`config.mk`:
```
export PLATFORM = sky130hd
export DESIGN_NAME = disp_scan_driver
export DESIGN_NICKNAME = d
export VERILOG_FILES = /design/src/rtl/disp_scan_driver.sv
export SDC_FILE = /design/constraint.sdc
export NUM_CORES = 1
export LEC_CHECK = 0
export BUFFER_PORTS_ARGS = -buffer_cell sky130_fd_sc_hd__buf_2
export CORE_MARGIN = 2
export CORE_UTILIZATION = 64
export DETAILED_ROUTE_END_ITERATION = 7
export PLACE_DENSITY = 0.86
export SYNTH_ARGS = -nofsm -noshare
export SYNTH_HDL_FRONTEND = slang
export SYNTH_SLANG_ARGS = --single-unit
```
`constraint.sdc`:
```
create_clock -name clk -period 3.7 [get_ports clk]
set_clock_uncertainty 0.05 [all_clocks]
set_input_delay 0.37 -clock clk [delete_from_list [all_inputs] [get_ports clk]]
set_output_delay 0.37 -clock clk [all_outputs]
set_load 0.1 [all_outputs]
```
`src/rtl/disp_scan_driver.sv`:
```
// Binary-to-BCD converter (sequential double-dabble) feeding a 4-digit
// multiplexed seven-segment scan with active-low anodes and leading-zero blanking.
module disp_scan_driver #(
    parameter int BIN_W       = 14,
    parameter int REFRESH_DIV = 50000
) (
    input  logic             clk,
    input  logic             rst,
    input  logic [BIN_W-1:0] bin_in,
    input  logic             bin_valid,
    input  logic             blank_lz,
    output logic             busy,
    output logic [3:0]       bcd,
    output logic [3:0]       an
);

    localparam int CNT_W = $clog2(BIN_W + 1);
    localparam int PRE_W = $clog2(REFRESH_DIV);

    localparam logic [1:0] S_IDLE  = 2'd0;
    localparam logic [1:0] S_SHIFT = 2'd1;
    localparam logic [1:0] S_DONE  = 2'd2;

    logic [1:0]       r_state;
    logic             r_busy;
    logic [BIN_W-1:0] r_sr;
    logic [15:0]      r_acc;
    logic [CNT_W-1:0] r_cnt;
    logic             r_ovf;
    logic             r_ovf_disp;
    logic [3:0][3:0]  r_d;
    logic [PRE_W-1:0] r_pre;
    logic [1:0]       r_idx;

    logic [15:0]      w_acc_adj;
    logic             w_ovf;
    logic [3:0]       w_zero_from;
    logic             w_blank;

    function automatic logic [15:0] add3_all(input logic [15:0] acc);
        logic [15:0] res;
        res = acc;
        for (int k = 0; k < 4; k++) begin
            if (acc[4*k +: 4] >= 4'd5) begin
                res[4*k +: 4] = acc[4*k +: 4] + 4'd3;
            end else begin
                res[4*k +: 4] = acc[4*k +: 4];
            end
        end
        return res;
    endfunction

    assign w_acc_adj = add3_all(r_acc);
    assign w_ovf     = (32'(bin_in) > 32'd9999);

    // Conversion FSM; digits are only replaced in DONE so the display never shows partial results
    always_ff @(posedge clk) begin
        if (rst) begin
            r_state    <= S_IDLE;
            r_busy     <= 1'b0;
            r_sr       <= '0;
            r_acc      <= 16'd0;
            r_cnt      <= '0;
            r_ovf      <= 1'b0;
            r_ovf_disp <= 1'b0;
            r_d        <= 16'd0;
        end else begin
            case (r_state)
                S_IDLE: begin
                    if (bin_valid) begin
                        r_sr    <= bin_in;
                        r_acc   <= 16'd0;
                        r_cnt   <= '0;
                        r_ovf   <= w_ovf;
                        r_busy  <= 1'b1;
                        r_state <= S_SHIFT;
                    end
                end
                S_SHIFT: begin
                    {r_acc, r_sr} <= {w_acc_adj[14:0], r_sr, 1'b0};
                    r_cnt         <= r_cnt + CNT_W'(1);
                    if (r_cnt == CNT_W'(BIN_W - 1)) begin
                        r_state <= S_DONE;
                    end
                end
                S_DONE: begin
                    r_d        <= r_ovf ? 16'hEEEE : r_acc;
                    r_ovf_disp <= r_ovf;
                    r_busy     <= 1'b0;
                    r_state    <= S_IDLE;
                end
                default: begin
                    r_state <= S_IDLE;
                    r_busy  <= 1'b0;
                end
            endcase
        end
    end

    // Free-running digit scan, independent of conversion
    always_ff @(posedge clk) begin
        if (rst) begin
            r_pre <= '0;
            r_idx <= 2'd0;
        end else if (r_pre == PRE_W'(REFRESH_DIV - 1)) begin
            r_pre <= '0;
            r_idx <= r_idx + 2'd1;
        end else begin
            r_pre <= r_pre + PRE_W'(1);
        end
    end

    // w_zero_from[k]: digits k..3 are all zero
    always_comb begin
        w_zero_from    = 4'd0;
        w_zero_from[3] = (r_d[3] == 4'd0);
        for (int k = 2; k >= 0; k--) begin
            w_zero_from[k] = w_zero_from[k+1] && (r_d[k] == 4'd0);
        end
    end

    assign w_blank = blank_lz && (r_idx != 2'd0) && !r_ovf_disp && w_zero_from[r_idx];
    assign bcd     = r_d[r_idx];
    assign an      = w_blank ? 4'b1111 : ~(4'b0001 << r_idx);
    assign busy    = r_busy;

endmodule

```
Yosys cells after proc, flatten, opt, wreduce, memory -nomap -nowiden
Cells that the tools add are included.

operators by class
  $add $sub $neg = 7
  magnitude comparators = 6
  equality and inequality tests = 6
  shifts and indexed selects = 1
  multiplexer cells = 21
  bitwise operators = 2
  reductions and logical operators = 19

operator list
  kind                   count
  $mux 16                2
  $pmux 16 s2            1
  $pmux 14 s2            1
  $mux 4                 6
  $add 16x1->16 const B  1
  $eq 16x16->1 const B   1
  $ge 4x3->1 const B     4
  $logic_not 4->1        4
  $gt 14x14->1 const B   1
  $mux 14                1
  $add 4x2->4 const B    3
  $bmux 4 s2             1
  $pmux 4 s2             1
  $reduce_and 2->1       4
  $logic_and 1x1->1      6
  $add 4x1->4 const B    1
  $eq 4x4->1 const B     1
  $mux 2                 2
  $ne 2x2->1 const B     2
  $not 4->4              1
  $pmux 2 s2             1
  $reduce_bool 2->1      2
  $shl 1x2->4 const A    1
  $add 3x2->3 const B    1
  12 further kinds       13

storage, ports and cells
  register bits after elaboration = 73
  word-level logic and storage cells = 75

Depth between registers and ports, before layout
  depth in word-level cells = 8
  gate-level depth with buffers = 7
  depth with buffers taken out = 6

Worst setup path before layout
OpenSTA, ideal clock, no wires.

  path kind = register to output
  start point = reg r_idx[0]
  end point = out an[1]
  data arrival time = 2.204 ns
  data required time = 3.280 ns
  slack = 1.076 ns
  cell stages (with the launch flop) = 8
  buffers on the path = 1
  cells stage by stage = dfxtp_1 clkbuf_1 inv_1 ha_1 nor4b_1 nand2_1 a211o_1 nand2_1

between the ends
  word-level cells in the longest chain between the ends = 5
  elaborated cells on any way between the ends = 9
  those cells by class = shift: 1; mux: 3; bitwise: 1; reduce/logical: 4

RTL lines
  element                                             RTL line  text
  start, declared                                     33        logic [1:0] r_idx;
  start signal, assigned                              107       r_idx <= r_idx + 2'd1;
  branches (longest 4 deep; another with $bmux 1 s2)  --
  $mux 4 *                                            124       assign an = w_blank ? 4'b1111 : ~(4'b0001 << r_idx);
  end, declared                                       14        output logic [3:0] an

Every way passes the cells marked *. The select of a mux whose other input is x is not followed.

Worst setup path in the final report
Same ends and word-level chain as after synthesis.

==> impl_metrics.json <==
{
  "critPathRequiredTime_ns": 3.28,
  "clockBufferDepth": 2,
  "synth_top_family_by_area": "simple AND/OR/NAND/NOR gates",
  "r2r-start": "r_pre[0]$_SDFF_PP0_",
  "slew_viol_final": 0,
  "die_w_um": 76.6,
  "reg2reg_to": "r_pre[3]$_SDFF_PP0_",
  "status": "completed",
  "antenna_found_initial": 0,
  "netlist_area_um2": 3370,
  "wl_per_cell_um": 14.2,
  "grt_pass1_vias": 2765,
  "worstPathArrival_ns": 2.43,
  "clockRootBuffer": "clkbuf_8",
  "tightest_slew_ns": 0.878,
  "synthTopCellsByCount": "nor2_1, dfxtp_1, nor3_1, nor4_1",
  "r2r_setup_slack_ns": 1.77,
  "layout-drive-gt1-share": 0.126,
  "hold_depth": 3,
  "gr-usage-all-layers": 0.260,
  "start_util": 0.660,
  "cts_buffers": 9,
  "drt_iter0_markers": 177,
  "grt_max_degree": 28,
  "fillers": 397,
  "die_h_um": 76.6,
  "avgSynthCellArea_um2": 8.67,
  "synthArstFlopShare": 0,
  "via_count": 2786,
  "synth-seq-cells": 73,
  "finalHoldViolCount": 0,
  "tns_ns": 0,
  "antenna-diode-count": 0,
  "finalNetCount": 441,
  "core_um2": 5110,
  "worst-path-buf-inv": 2,
  "drt_first_pass_iters": 4,
  "rsz0062_at_grt": "false",
  "timing.fmax_mhz": 351,
  "synthFlopType": "dfxtp_1",
  "cp_top_family": "buffers and inverters",
  "synth_compound_area_frac": 0.0905,
  "layout_min_cycle_time_ns": 2.85,
  "cts_tree": "built",
  "pin_count": 27,
  "gp_congestion": 0.813,
  "synth-simple-area-share": 0.270,
  "whs_endpoint": "r_sr[0]$_SDFFE_PP0P_",
  "slowest_stage": "dfxtp_1",
  "powerDensity_nw_per_um2": 443,
  "synth_top_area_cell": "dfxtp_1",
  "crit_path_start_kind": "flop",
  "grt_overflow_total": 0,
  "path_clk_slew_ns": 0.08,
  "clock_sinks": 73,
  "port_buffers": 26,
  "ir_drop_mv": 0.412,
  "worstSetupPathType": "reg2out",
  "critPathMaxStageDelay_ns": 0.55,
  "yosysMostFrequentCell": "nor2_1",
  "setup_viol": 0,
  "synthMuxAreaShare": 0.0449,
  "synth_enable_flop_cells": 0,
  "hold_start": "bin_in[0]",
  "min_period_over_period": 0.769,
  "synth_area_leaders": "dfxtp_1, nor2_1, ha_1",
  "ys.warnings.count": 0,
  "ys_seq_area_frac": 0.433,
  "synth_xor_area_frac": 0.0571,
  "areaGrowthSynthToFinish_pct": 11.2,
  "row_count": 26,
  "hold_path.class": "in2reg",
  "cts_resized": 0,
  "yosysTopAreaCellShare": 0.433,
  "htree_levels": 3,
  "drc": 0,
  "cts_hold_buf": 0,
  "dp_hpwl_um": 4700,
  "ys_types": 42,
  "grt_pass1_wl_um": 12300,
  "reg2reg_depth": 5,
  "synthAdderAreaFrac": 0.0594,
  "cp_common_cell": "nand2_1",
  "synthCells": 389,
  "synthesis.nets": 423,
  "critPathMaxFanout": 9,
  "die_area_um2": 5870,
  "clock_latency_ns": 0.35,
  "seq_area_um2": 1460,
  "postCtsSetupBuffers": 0,
  "antenna_left": 0,
  "slew_headroom": 0.414,
  "vias_per_cell": 5.78,
  "worst_setup_path_end_kind": "output port",
  "timing.hold.ws_ns": 0.223,
  "finalWirelength_um": 6850,
  "crit_path_cell_trace": "inv_1 > ha_1 > nor4b_1 > nand2_1 > a211o_1 > nand2_1 > buf_2",
  "cap_violations": 0,
  "multi_input_area_um2": 1760,
  "p_leak_nw": 1.44
}
[how the worst max path moves through the flow]
stage	startpoint	endpoint	slack (ns)	cells after the start
2_1_floorplan	r_idx[0]$_SDFFE_PP0P_	an[1]	1.08	7
3_3_place_gp	r_idx[0]$_SDFFE_PP0P_	an[1]	1.33	7
3_5_place_dp	r_idx[0]$_SDFFE_PP0P_	an[1]	1.24	7
4_1_cts	r_idx[0]$_SDFFE_PP0P_	an[1]	0.83	7
5_1_grt	r_idx[0]$_SDFFE_PP0P_	an[2]	0.60	7
6_report	r_idx[0]$_SDFFE_PP0P_	an[1]	0.85	7
[cell usage in the layout (no fill, tap or decap), types with 8 or more instances in the layout]
cell,synthesis,routed
nor2_1,84,84
dfxtp_1,73,73
nor3_1,30,30
buf_2,1,26
nor4_1,19,19
xnor2_1,18,18
inv_1,16,16
nand2_1,16,16
ha_1,16,16
a21oi_1,15,15
nand2b_1,9,9
clkbuf_8,0,9
nand3_1,8,8
[flip-flops by register name, summed over array words and instances, names as in the netlist, 2 cells and up]
name and cells:
r_cnt 4, r_pre 16, r_acc 16, r_sr 14
r_idx 2, r_state 2, r_d 16
[area by class of cell]
class                           instances  share of cell area
Clock buffer                           11              0.0350
Clock inverter                          5              0.0277
Inverter                               16              0.0160
Multi-Input combinational cell        279               0.469
Sequential cell                        73               0.390
Tap cell                               70              0.0234
Timing Repair Buffer                   28              0.0387
[power breakdown]
| group | leakage (nW) | internal [W] | switching (W) | total [W] |
|---|---|---|---|---|
| Sequential | 0.593 | 0.000807 | 0.0000181 | 0.000826 |
| Combinational | 0.732 | 0.0000355 | 0.0000645 | 0.000100 |
| Clock | 0.118 | 0.000448 | 0.000286 | 0.000734 |
[per-stage QoR]
step	instances	area, µm²	worst slack, ns	total power (W)	utilization
after floorplan	389	3370	1.08	0.000914	-
after global placement	466	3510	1.33	0.000938	0.688
after detailed placement	466	3510	1.24	0.000942	0.688
after CTS	482	3750	0.833	0.00167	0.734
after global routing	482	3750	0.604	0.00172	0.734
final	482	3750	0.854	0.00166	0.734
[worst reg2reg max path: stages, from the launching register on]
cell and delay (ns):
dfxtp_1 0.38, ha_1 0.20, nand3_1 0.27, or4_4 0.66, nand2b_4 0.19, nor2_1 0.07
[cell families (layout without fill, tap and decap cells)]
group	Yosys count	in the layout
xor gates and xnor gates	22	22
buffers and inverters	37	60
adders and majority gates	16	16
muxes	10	10
AOI/OAI and AO/OA	45	45
DFF	73	73
and+or+nand+nor	186	186
[routing by layer]
layer / vias to the layer above / track usage / share of wire
met5: - / 0 / 0
met4: 0 / 0.129 / 0.018
met3: 12 / 0.0533 / 0.042
met2: 55 / 0.446 / 0.48
met1: 1328 / 0.308 / 0.46
li1: 1391 / - / -
No activity file was read; power rests on OpenSTA's default activity.
